==> config.mk <==
export PLATFORM = sky130hd
export DESIGN_NAME = stack_cmd_sequencer_flat
export DESIGN_NICKNAME = d
export VERILOG_FILES = /design/src/rtl/stack_cmd_sequencer_if.sv /design/src/rtl/stack_cmd_sequencer.sv /design/src/flat_wrapper.sv
export SDC_FILE = /design/constraint.sdc
export NUM_CORES = 1
export LEC_CHECK = 0
export CORE_ASPECT_RATIO = 0.75
export CORE_MARGIN = 8
export CORE_UTILIZATION = 45
export DETAILED_ROUTE_END_ITERATION = 10
export DONT_BUFFER_PORTS = 1
export SLEW_MARGIN = 20
export SYNTH_ARGS = -nofsm -noshare
export SYNTH_HDL_FRONTEND = slang
export SYNTH_SLANG_ARGS = --single-unit
==> constraint.sdc <==
create_clock -name clk -period 6.41 [get_ports clk]
set_input_delay 1.282 -clock clk [delete_from_list [all_inputs] [get_ports clk]]
set_output_delay 1.282 -clock clk [all_outputs]
set_load 0.01 [all_outputs]
==> src/rtl/stack_cmd_sequencer_if.sv <==
// ============================================================================
// Module  : stack_cmd_sequencer_if
// Brief   : Host command / response handshake bundle for stack_cmd_sequencer.
// Revision: 1.0
// ============================================================================
`default_nettype none

interface stack_cmd_sequencer_if;
    logic       cmd_valid;
    logic       cmd_ready;
    logic [2:0] cmd_op;
    logic       cmd_sel;
    logic [7:0] cmd_data;
    logic       rsp_valid;
    logic       rsp_ready;
    logic [7:0] rsp_data;
    logic       rsp_err;

    modport master (
        output cmd_valid, cmd_op, cmd_sel, cmd_data, rsp_ready,
        input  cmd_ready, rsp_valid, rsp_data, rsp_err
    );

    modport slave (
        input  cmd_valid, cmd_op, cmd_sel, cmd_data, rsp_ready,
        output cmd_ready, rsp_valid, rsp_data, rsp_err
    );
endinterface

`default_nettype wire

==> src/rtl/stack_cmd_sequencer.sv <==
// ============================================================================
// Module  : stack_cmd_sequencer
// Brief   : Turns host stack commands into push/pop strobes for two stacks,
//           tracking mirror occupancy so illegal commands never reach them.
// Revision: 1.0
// ============================================================================
`default_nettype none

module stack_cmd_sequencer #(
    parameter  int WORDS = 16,
    localparam int CW    = $clog2(WORDS + 1)
) (
    input  wire logic            clk,
    input  wire logic            rst,
    stack_cmd_sequencer_if.slave host,
    output logic                 stack_select,
    output logic                 push,
    output logic                 pop,
    output logic [7:0]           data_in,
    input  wire logic [7:0]      stk_data,
    output logic [CW-1:0]        count0,
    output logic [CW-1:0]        count1
);

    localparam logic [2:0] S_IDLE  = 3'd0;
    localparam logic [2:0] S_WAIT  = 3'd1;
    localparam logic [2:0] S_READA = 3'd2;
    localparam logic [2:0] S_READB = 3'd3;
    localparam logic [2:0] S_PUSHA = 3'd4;
    localparam logic [2:0] S_PUSHB = 3'd5;
    localparam logic [2:0] S_RSP   = 3'd6;

    localparam logic [2:0] OP_NOP  = 3'd0;
    localparam logic [2:0] OP_PUSH = 3'd1;
    localparam logic [2:0] OP_POP  = 3'd2;
    localparam logic [2:0] OP_PEEK = 3'd3;
    localparam logic [2:0] OP_DUP  = 3'd4;
    localparam logic [2:0] OP_SWAP = 3'd5;
    localparam logic [2:0] OP_MOVE = 3'd6;

    localparam logic [CW-1:0] c_WORDS = CW'(WORDS);
    localparam logic [CW-1:0] c_ONE   = CW'(1);
    localparam logic [CW-1:0] c_TWO   = CW'(2);

    logic [2:0]    state_q, state_d;
    logic [2:0]    op_q, op_d;
    logic          sel_q, sel_d;
    logic          ssel_q, ssel_d;
    logic [7:0]    a_q, a_d;
    logic [7:0]    b_q, b_d;
    logic          err_q, err_d;
    logic [CW-1:0] cnt0_q, cnt0_d;
    logic [CW-1:0] cnt1_q, cnt1_d;

    logic          w_ready;
    logic          w_ok;
    logic          w_push;
    logic          w_pop;
    logic [CW-1:0] w_c;
    logic [CW-1:0] w_o;
    logic [7:0]    w_rsp_data;

    // cmd_ready is forced low while rst is high, even though state is already IDLE.
    assign w_ready = (state_q == S_IDLE) && !rst;
    assign w_push  = (state_q == S_PUSHA) || (state_q == S_PUSHB);
    assign w_pop   = (state_q == S_READB) ||
                     ((state_q == S_READA) &&
                      ((op_q == OP_POP) || (op_q == OP_SWAP) || (op_q == OP_MOVE)));

    always_comb begin
        w_c  = host.cmd_sel ? cnt1_q : cnt0_q;
        w_o  = host.cmd_sel ? cnt0_q : cnt1_q;
        w_ok = 1'b0;
        case (host.cmd_op)
            OP_NOP:          w_ok = 1'b1;
            OP_PUSH:         w_ok = (w_c < c_WORDS);
            OP_POP, OP_PEEK: w_ok = (w_c >= c_ONE);
            OP_DUP:          w_ok = (w_c >= c_ONE) && (w_c < c_WORDS);
            OP_SWAP:         w_ok = (w_c >= c_TWO);
            OP_MOVE:         w_ok = (w_c >= c_ONE) && (w_o < c_WORDS);
            default:         w_ok = 1'b0;
        endcase
    end

    always_comb begin
        state_d = state_q;
        op_d    = op_q;
        sel_d   = sel_q;
        ssel_d  = ssel_q;
        a_d     = a_q;
        b_d     = b_q;
        err_d   = err_q;
        cnt0_d  = cnt0_q;
        cnt1_d  = cnt1_q;
        case (state_q)
            S_IDLE: begin
                if (host.cmd_valid && w_ready) begin
                    op_d   = host.cmd_op;
                    sel_d  = host.cmd_sel;
                    ssel_d = host.cmd_sel;
                    a_d    = host.cmd_data;
                    b_d    = 8'h00;
                    err_d  = !w_ok;
                    if (!w_ok || (host.cmd_op == OP_NOP)) state_d = S_RSP;
                    else if (host.cmd_op == OP_PUSH)      state_d = S_PUSHA;
                    else                                  state_d = S_WAIT;
                end
            end
            S_WAIT:  state_d = S_READA;
            S_READA: begin
                a_d = stk_data;
                case (op_q)
                    OP_DUP:  state_d = S_PUSHA;
                    OP_SWAP: state_d = S_READB;
                    OP_MOVE: begin
                        state_d = S_PUSHA;
                        ssel_d  = ~sel_q;
                    end
                    default: state_d = S_RSP;
                endcase
            end
            S_READB: begin
                b_d     = stk_data;
                state_d = S_PUSHA;
            end
            S_PUSHA: state_d = (op_q == OP_SWAP) ? S_PUSHB : S_RSP;
            S_PUSHB: state_d = S_RSP;
            S_RSP:   if (host.rsp_ready) state_d = S_IDLE;
            default: state_d = S_IDLE;
        endcase

        // Strobes always target the stack currently selected, so mirror it there.
        if (w_push) begin
            if (ssel_q) cnt1_d = cnt1_q + c_ONE;
            else        cnt0_d = cnt0_q + c_ONE;
        end else if (w_pop) begin
            if (ssel_q) cnt1_d = cnt1_q - c_ONE;
            else        cnt0_d = cnt0_q - c_ONE;
        end
    end

    always_ff @(posedge clk or posedge rst) begin
        if (rst) begin
            state_q <= S_IDLE;
            op_q    <= OP_NOP;
            sel_q   <= 1'b0;
            ssel_q  <= 1'b0;
            a_q     <= 8'h00;
            b_q     <= 8'h00;
            err_q   <= 1'b0;
            cnt0_q  <= '0;
            cnt1_q  <= '0;
        end else begin
            state_q <= state_d;
            op_q    <= op_d;
            sel_q   <= sel_d;
            ssel_q  <= ssel_d;
            a_q     <= a_d;
            b_q     <= b_d;
            err_q   <= err_d;
            cnt0_q  <= cnt0_d;
            cnt1_q  <= cnt1_d;
        end
    end

    always_comb begin
        w_rsp_data = 8'h00;
        if ((state_q == S_RSP) && !err_q) begin
            case (op_q)
                OP_NOP:  w_rsp_data = 8'h00;
                OP_SWAP: w_rsp_data = b_q;
                default: w_rsp_data = a_q;
            endcase
        end
    end

    assign host.cmd_ready = w_ready;
    assign host.rsp_valid = (state_q == S_RSP);
    assign host.rsp_err   = (state_q == S_RSP) && err_q;
    assign host.rsp_data  = w_rsp_data;
    assign stack_select   = ssel_q;
    assign push           = w_push;
    assign pop            = w_pop;
    assign data_in        = (state_q == S_PUSHA) ? a_q :
                            (state_q == S_PUSHB) ? b_q : 8'h00;
    assign count0         = cnt0_q;
    assign count1         = cnt1_q;

endmodule

`default_nettype wire
==> src/flat_wrapper.sv <==
// flat-port wrapper written by rule: the top's interface ports become plain ports
module stack_cmd_sequencer_flat 
#(
    parameter  int WORDS = 16,
    localparam int CW    = $clog2(WORDS + 1)
)
  (clk, rst, stack_select, push, pop, data_in, stk_data, count0, count1, host_cmd_valid, host_cmd_op, host_cmd_sel, host_cmd_data, host_rsp_ready, host_cmd_ready, host_rsp_valid, host_rsp_data, host_rsp_err);
  stack_cmd_sequencer_if host_i ();
  input  wire logic clk;
  input  wire logic rst;
  output logic stack_select;
  output logic push;
  output logic pop;
  output logic [7:0] data_in;
  input  wire logic [7:0] stk_data;
  output logic [CW-1:0] count0;
  output logic [CW-1:0] count1;
  input wire logic [$bits(host_i.cmd_valid)-1:0] host_cmd_valid;
  input wire logic [$bits(host_i.cmd_op)-1:0] host_cmd_op;
  input wire logic [$bits(host_i.cmd_sel)-1:0] host_cmd_sel;
  input wire logic [$bits(host_i.cmd_data)-1:0] host_cmd_data;
  input wire logic [$bits(host_i.rsp_ready)-1:0] host_rsp_ready;
  output wire logic [$bits(host_i.cmd_ready)-1:0] host_cmd_ready;
  output wire logic [$bits(host_i.rsp_valid)-1:0] host_rsp_valid;
  output wire logic [$bits(host_i.rsp_data)-1:0] host_rsp_data;
  output wire logic [$bits(host_i.rsp_err)-1:0] host_rsp_err;
  assign host_i.cmd_valid = host_cmd_valid;
  assign host_i.cmd_op = host_cmd_op;
  assign host_i.cmd_sel = host_cmd_sel;
  assign host_i.cmd_data = host_cmd_data;
  assign host_i.rsp_ready = host_rsp_ready;
  assign host_cmd_ready = host_i.cmd_ready;
  assign host_rsp_valid = host_i.rsp_valid;
  assign host_rsp_data = host_i.rsp_data;
  assign host_rsp_err = host_i.rsp_err;
  stack_cmd_sequencer #(.WORDS(WORDS)) u_core (.clk(clk), .rst(rst), .host(host_i), .stack_select(stack_select), .push(push), .pop(pop), .data_in(data_in), .stk_data(stk_data), .count0(count0), .count1(count1));
endmodule
==> results.yml, run 1 <==
status:
  status: "complete, no violations"
synth:
  yosysUniqueCellTypes: 46
  synth.avg_cell_area_um2: 8.56
  ys_ff_latch: 35
  synth.net_count: 308
  synthArstFlopShare_pct: 100
  synthCells: 276
  yosysSeqAreaShare_pct: 37.1
  synth_ff_type: "dfrtp_1"
  synth_warnings: 0
  synth.cell_area_um2: 2360
  synth_edf_count: 0
grt:
  grt.total_usage_pct: 14.9
  grt_max_degree: 36
  grt_first_pass_wirelength_um: 9230
  grt_pass1_vias: 1813
  use_met1_pct: 19.9
  grt-ovfl-total: 0
  grt_most_used_layer: "met2"
  antenna_found_initial: 0
  grt_use_met3_pct: 4.19
  met2_usage_pct: 23.3
cts:
  clock_latency_ps: 290
  cts_buffers: 5
  cts_resized: 0
  clockBufferDepth: 2
  cts_setup_buffers: 0
  cts_root_buffer: "clkbuf_8"
  hold_buffers: 0
  h-tree-depth: 2
  cts_tree: "done"
  cts.sinks: 35
  path_clk_slew_ps: 70
placed_design:
  io_buffers: 0
  dpl_cell_area_um2: 2380
  dp_hpwl_um: 4110
  finalWeightedCongestion: 0.779
cells_and_area:
  syn_to_final_growth_pct: 5.03
  drive_gt1_share_pct: 9.63
  final_util_pct: 47.6
  mostFrequentLayoutCells: "nor2_1, dfrtp_1, a21oi_1"
  fin_area_um2: 2480
  final_nets: 301
  fillCellCount: 514
  num_antenna_cells: 0
  final_common_cell: "nor2_1"
drt:
  post_drt_via_cell_ratio: 5.32
  finalWirelength_um: 5680
  drc: 0
  vias: 1835
  drtAntennaViolNets: 0
  drt_iter0_drc: 125
  wl_per_cell_um: 16.5
  dr.pass1.iters: 4
timing:
  fmax_mhz: 305
  period_share_pct: 51.2
  fin_skew_ps: 10.5
  maxSlewViolCount: 0
  setup-violations-final: 0
  slew_headroom_pct: 29.0
  rsz0062_at_grt: "false"
  layout_min_cycle_time_ps: 3280
  tightest_slew_ps: 1060
  hold_viol: 0
  setup_tns_ps: 0
floorplanning:
  ioPinCount: 56
  dieArea_um2: 7850
  die_y_um: 78.7
  start_util_pct: 45.4
  row_count: 23
  core_um2: 5210
  fp.dieW_um: 99.7
setup_path:
  crit_fanout: 17
  end_kind: "output port"
  max_stage_delay_ps: 670
  critPathLaunchType: "flip-flop"
  critPathTopFamily: "simple AND/OR/NAND/NOR gates"
  critical_path_class: "flip-flop to output port"
  cp.required_ps: 5130
  crit_chain: "nor2b_1 -> nand2_1 -> or2_2 -> nor2_1"
  cp_num_buf_inv: 0
  cp.arrival_ps: 2000
  cpMaxStageDelayCell: "dfrtp_1"
pwr:
  vdd_drop_max_v: 0.000226
  power_leakage_nw: 1.13
  power_density_nw_per_um2: 562
  power_mw: 1.40
run:
  cap_violations: 0
worst_hold_path:
  hold_path_class: "flip-flop to flip-flop"
-- per-layer routing --
layer / up-vias / share of wire [%]
met1: 865 / 47
met5: - / 0
met2: 43 / 47
met4: 0 / 0.81
met3: 7 / 5.7
li1: 920 / -
-- report_power, final --
part	switching, mW	leakage [nW]	internal, mW
Combinational	0.404	0.658	0.317
Clock	0.0841	0.0505	0.0978
Sequential	0.165	0.425	0.327
Total	0.653	1.13	0.742
-- path summary, 6_finish.rpt --
| kind | cells after the start | from | endpoint | slack [ps] |
|---|---|---|---|---|
| min in group asynchronous | 2 | rst | u_core.b_q[7] | 1010 |
| max in group asynchronous | 2 | rst | u_core.state_q[1] | 5070 |
| max reg2reg | 8 | u_core.state_q[1] | u_core.count1[4] | 3660 |
| min reg2reg | 2 | u_core.err_q | u_core.err_q | 510 |
| min | 2 | u_core.err_q | u_core.err_q | 510 |
| max | 4 | u_core.state_q[0] | host_rsp_data[5] | 3130 |
-- registers in the layout (all words and copies together), names as in the netlist --
register and cells:
u_core.a_q 8, u_core.count0 5, u_core.sel_q 1, u_core.stack_select 1
u_core.op_q 3, u_core.b_q 8, u_core.state_q 3, u_core.err_q 1
u_core.count1 5
-- cell usage after synthesis (2+ instances only) --
library cell  instances  share of area (%)
a21o_1                3               0.95
a21oi_1              34                7.2
and3_1                2               0.53
buf_2                 6                1.3
buf_4                 2               0.64
buf_6                 2               0.95
clkbuf_1              4               0.64
dfrtp_1              35                 37
fa_1                  2                1.7
ha_1                  6                3.2
inv_1                12                1.9
mux2_2                4                1.9
mux2_4                2                1.3
mux2i_1              17                7.2
nand2_1              31                4.9
nand2b_1              3               0.79
nand3_1               9                1.9
nor2_1               41                6.5
nor2b_1              13                3.4
nor4_1                2               0.53
o211ai_1              2               0.64
o21ai_0              11                2.3
o21ai_2               2               0.74
o22ai_1               2               0.53
or2_2                 2               0.53
xnor2_1               5                1.9
xor2_1                3                1.1
-- tightest hold or removal path, delay by kind of cell (launching register included) --
family / cells / cell delay (ps)
simple gates: 1 / 50
flops: 1 / 360
compound gates: 1 / 60
-- metrics by stage --
stage | hold WS (ps) | setup WS, ps | std cells
2_1_floorplan | 456 | 3490 | 276
5_1_grt | 537 | 2950 | 345
6_report | 506 | 3130 | 345
3_3_place_gp | 482 | 3440 | 337
3_5_place_dp | 495 | 3400 | 337
4_1_cts | 511 | 3080 | 345
-- cell type report --
| class | count | area, um^2 | area share, % |
|---|---|---|---|
| multi-input combinational | 214 | 1360 | 54.6 |
| clock buffer | 7 | 96.3 | 3.88 |
| timing repair buffer | 1 | 7.51 | 0.303 |
| inverter | 12 | 45.0 | 1.82 |
| tap | 75 | 93.8 | 3.78 |
| sequential | 35 | 876 | 35.3 |
| clock inverter | 1 | 7.51 | 0.303 |
-- cells by family after synthesis --
| group | count (synthesis) | synth area share [%] |
|---|---|---|
| XOR/XNOR | 8 | 2.97 |
| AO/OA/AOI/OAI | 64 | 16.7 |
| buffers and inverters | 27 | 5.56 |
| adder cells (fa/ha/maj) | 8 | 4.87 |
| multiplexers | 24 | 11.0 |
| flip-flops | 35 | 37.1 |
| AND/OR/NAND/NOR | 110 | 21.9 |
No activity file was read; power rests on OpenSTA's default activity.
==> inputs of run 2 (changes only) <==
==> constraint.sdc (replaced) <==
create_clock -name clk -period 3.38 [get_ports clk]
set_input_delay 0.676 -clock clk [delete_from_list [all_inputs] [get_ports clk]]
set_output_delay 0.676 -clock clk [all_outputs]
set_load 0.01 [all_outputs]
==> run 2 against run 1 <==
Clock skew is 4.1 ps lower. Largest cell class unchanged. Non-clock buffer count rose by 1. Global-route usage grew 0.13 points. Design area is 0.15% higher. Sequential share of layout area down 0.053 points. Clock power increased by 86%. Cell count is 0.29% higher. Core utilization rose by 0.072 points. Critical path type unchanged. Highest routed layer unchanged.
==> results.yml, run 2 (same netlist as run 1, synthesis figures left out) <==
cts:
  cts_buffers: 5
  cts.sinks: 35
  cts_tree: "done"
  clockBufferDepth: 2
  path_clk_slew_ps: 70
  cts_root_buffer: "clkbuf_8"
  hold_buffers: 0
  h-tree-depth: 2
  clock_latency_ps: 280
  cts_setup_buffers: 0
  cts_resized: 0
timing:
  slew_headroom_pct: 31.3
  tightest_slew_ps: 1030
  setup-violations-final: 0
  layout_min_cycle_time_ps: 2660
  setup_ws_ps: 722
  fmax_mhz: 376
  maxSlewViolCount: 0
  setup_tns_ps: 0
  hold_viol: 0
  fin_skew_ps: 6.39
  rsz0062_at_grt: "false"
  period_share_pct: 78.6
pwr:
  power_leakage_nw: 1.14
  power_density_nw_per_um2: 1070
  vdd_drop_max_v: 0.000395
  pwr-share-clk_pct: 12.7
  p_switching_mw: 1.24
  seqPwrFrac_pct: 35.1
  switching_share_pct: 46.6
  comb_power_share_pct: 52.3
  internal_power_mw: 1.42
cells_and_area:
  final_nets: 302
  top_regs: "u_core.a_q (8), u_core.b_q (8)"
  final_util_pct: 47.7
  drive_gt1_share_pct: 9.59
  final_common_cell: "nor2_1"
  mostFrequentLayoutCells: "nor2_1, dfrtp_1, a21oi_1"
  fillCellCount: 510
  num_antenna_cells: 0
  syn_to_final_growth_pct: 5.19
placed_design:
  dp_hpwl_um: 4210
  finalWeightedCongestion: 0.806
  dp_slack_ps: 912
  io_buffers: 0
grt:
  grt_pass1_vias: 1835
  grt_max_degree: 36
  grt_first_pass_wirelength_um: 9410
  grt.total_usage_pct: 15.1
  grt-ovfl-total: 0
  antenna_found_initial: 0
drt:
  drt_iter0_drc: 107
  dr.pass1.iters: 4
  finalWirelength_um: 5720
  vias: 1815
  drc: 0
  drtAntennaViolNets: 0
  post_drt_via_cell_ratio: 5.25
  wl_per_cell_um: 16.5
floorplanning:
  core_um2: 5210
  row_count: 23
  fp.dieW_um: 99.7
  ioPinCount: 56
  start_util_pct: 45.4
  dieArea_um2: 7850
  die_y_um: 78.7
run:
  cap_violations: 0
setup_path:
  startpoint: "u_core.state_q[0]"
  critPathLaunchType: "flip-flop"
  crit_fanout: 17
  cp.arrival_ps: 1980
  reg2reg_from: "u_core.state_q[1]"
  end_kind: "output port"
  cp.required_ps: 2700
  critical_path_class: "flip-flop to output port"
status:
  status: "complete, no violations"
worst_hold_path:
  hold_path_class: "input pin to asynchronous set/reset pin"
run 2: per-layer routing:
metal | part of all wire (%) | track usage (%) | routed length, um
met1 | 49 | 20.3 | 2820
met2 | 45 | 23.3 | 2580
met3 | 5.0 | 4.54 | 287
met4 | 0.56 | 3.16 | 32
met5 | 0 | 0 | 0
run 2: final timing paths:
check	slack (ps)	endpoint	depth (start not counted)
setup / recovery	720	host_rsp_data[5]	4
hold / removal	400	u_core.count0[1]	2
setup reg to reg	910	u_core.count1[4]	8
hold reg to reg	490	u_core.err_q	2
max in group asynchronous	2650	u_core.a_q[7]	2
min in group clk	490	u_core.b_q[6]	2
run 2: power by group through the flow:
| stage | clock network [mW] | logic, mW | registers, mW |
|---|---|---|---|
| after detailed placement | 0 | 1.40 | 0.946 |
| after CTS | 0.341 | 1.41 | 0.938 |
| after global routing | 0.366 | 1.59 | 0.979 |
| after floorplan | 0 | 1.26 | 0.815 |
| final | 0.338 | 1.39 | 0.934 |
| after global placement | 0 | 1.38 | 0.941 |
run 2: metrics by stage:
step                hold WS [ps]  power, mW  cells  area [um^2]
finish                       404       2.66    346         2480
global route                 433       2.94    346         2480
CTS                          421       2.68    346         2480
detailed placement           486       2.34    338         2380
global placement             483       2.32    338         2380
floorplan                    456       2.08    276         2360
run 2: final cells by class:
cell class	instances	area (um^2)	area share, %
multi-input combinational	214	1360	54.5
timing repair buffer	2	15.0	0.604
inverter	12	45.0	1.81
tap	75	93.8	3.78
clock buffer	8	100	4.03
sequential	35	876	35.2
run 2: worst max-delay path, stage by stage, from the launching register on:
cell	delay, ps
dfrtp_1	660
nor2b_1	290
nand2_1	110
or2_2	380
nor2_1	260
==> inputs of run 3 (changes only) <==
==> constraint.sdc (replaced) <==
create_clock -name clk -period 2.3 [get_ports clk]
set_input_delay 0.46 -clock clk [delete_from_list [all_inputs] [get_ports clk]]
set_output_delay 0.46 -clock clk [all_outputs]
set_load 0.01 [all_outputs]
==> run 3 against run 2 <==
Cell count increased by 2.6%. Critical endpoint unchanged. Design area increased by 2.4%. Clock skew increased by 1.3 ps. First-iteration DRC count increased by 54%. Global-route usage increased by 0.36 points. Highest routed layer unchanged. Combinational power increased by 60%. Critical path type unchanged. Flip-flop and latch count unchanged. Core utilization increased by 1.2 points. Worst setup slack got worse by 580 ps. Clock-buffer cell count decreased by 3.
==> results.yml, run 3 (same netlist as run 1, synthesis figures left out) <==
cells_and_area:
  final_nets: 311
  top_regs: "u_core.a_q (8), u_core.b_q (8)"
  mostFrequentLayoutCells: "nor2_1, a21oi_1, dfrtp_1"
  num_antenna_cells: 0
  multiInputGateArea_um2: 1360
  drive_gt1_share_pct: 13.6
  fillCellCount: 517
  syn_to_final_growth_pct: 7.73
  final_common_cell: "nor2_1"
  final_cells: 355
  seqCellArea_um2: 877
cts:
  hold_buffers: 0
  cts.sinks: 35
  cts_setup_buffers: 0
  cts_resized: 0
  cts_tree: "done"
  cts_buffers: 5
  h-tree-depth: 2
  clock_latency_ps: 290
  path_clk_slew_ps: 80
  clockBufferDepth: 2
  cts_root_buffer: "clkbuf_8"
floorplanning:
  ioPinCount: 56
  start_util_pct: 45.4
  core_um2: 5210
  row_count: 23
  fp.dieW_um: 99.7
  dieArea_um2: 7850
  die_y_um: 78.7
drt:
  dr_wl_met2_um: 2690
  wl_met1_um: 2820
  dr.pass1.iters: 5
  wl_per_cell_um: 16.8
  drt_iter0_drc: 165
  finalWirelength_um: 5950
  wl_met3_um: 387
  drc: 0
  vias: 1938
  post_drt_via_cell_ratio: 5.46
  drtAntennaViolNets: 0
  dr.max_layer_used: "met4"
placed_design:
  dp_hpwl_um: 4390
  dp_cells: 347
  finalWeightedCongestion: 0.821
  io_buffers: 0
setup_path:
  cp.arrival_ps: 1700
  critical_path_class: "flip-flop to output port"
  end_kind: "output port"
  cp.required_ps: 1840
  critPathLaunchType: "flip-flop"
  r2r_slack_ps: 260
  crit_fanout: 8
  reg2reg_depth: 9
status:
  status: "complete, no violations"
timing:
  fin_skew_ps: 7.69
  setup-violations-final: 0
  layout_min_cycle_time_ps: 2160
  slew_headroom_pct: 52.3
  tightest_slew_ps: 713
  fmax_mhz: 463
  period_share_pct: 93.9
  setup_tns_ps: 0
  rsz0062_at_grt: "false"
  hold_viol: 0
  maxSlewViolCount: 0
grt:
  grt_pass1_vias: 1867
  grt-ovfl-total: 0
  antenna_found_initial: 0
  grt_first_pass_wirelength_um: 9600
  grt.total_usage_pct: 15.4
  grt_max_degree: 36
pwr:
  vdd_drop_max_v: 0.000730
  power_density_nw_per_um2: 1570
  power_leakage_nw: 1.17
run:
  cap_violations: 0
worst_hold_path:
  hold_path_class: "input pin to asynchronous set/reset pin"
-- run 3: worst paths after layout --
check	start	endpoint
worst min register to register	u_core.err_q	u_core.err_q
max in group asynchronous	rst	u_core.state_q[1]
worst max-delay path	u_core.state_q[1]	host_rsp_data[5]
min in group clk	stk_data[5]	u_core.b_q[5]
worst min-delay path	rst	u_core.state_q[1]
worst max register to register	u_core.state_q[1]	u_core.count0[4]
-- run 3: final cells by class --
class | instances | area share (%)
flip-flops and latches | 35 | 34.5
repair buffers | 11 | 3.24
clock buffers | 5 | 2.70
well taps | 75 | 3.69
multi-input cells | 214 | 53.3
clock inverters | 3 | 0.787
inverters | 12 | 1.77
-- run 3: where the power goes --
group          total (mW)  internal, mW  leakage, nW  switching (mW)
Combinational        2.23         0.981        0.707            1.25
Sequential           1.31         0.915        0.424           0.397
Clock               0.453         0.211       0.0402           0.243
-- run 3: critical path: stages (launching register included) --
cell and delay (ps):
dfrtp_2 450, nor2b_1 220, nand2_1 120, or2_2 370, nor2_1 240
-- run 3: metrics by stage --
step                hold slack [ps]  area, um^2  power, mW  util, %  setup slack (ps)
CTS                             192        2540       4.02     48.8              74.1
global route                    232        2540       4.38     48.9            0.0359
floorplan                       456        2360       3.05        -              30.7
detailed placement              509        2450       3.55     47.1               261
global placement                482        2450       3.51     47.1               343
finish                          180        2540       4.00     48.9               141
-- run 3: metal layers --
layer,vias to the layer above,global-route usage (%)
met1,933,21.1
met4,0,4.52
met5,-,0
met3,8,4.37
li1,942,-
met2,55,23.1
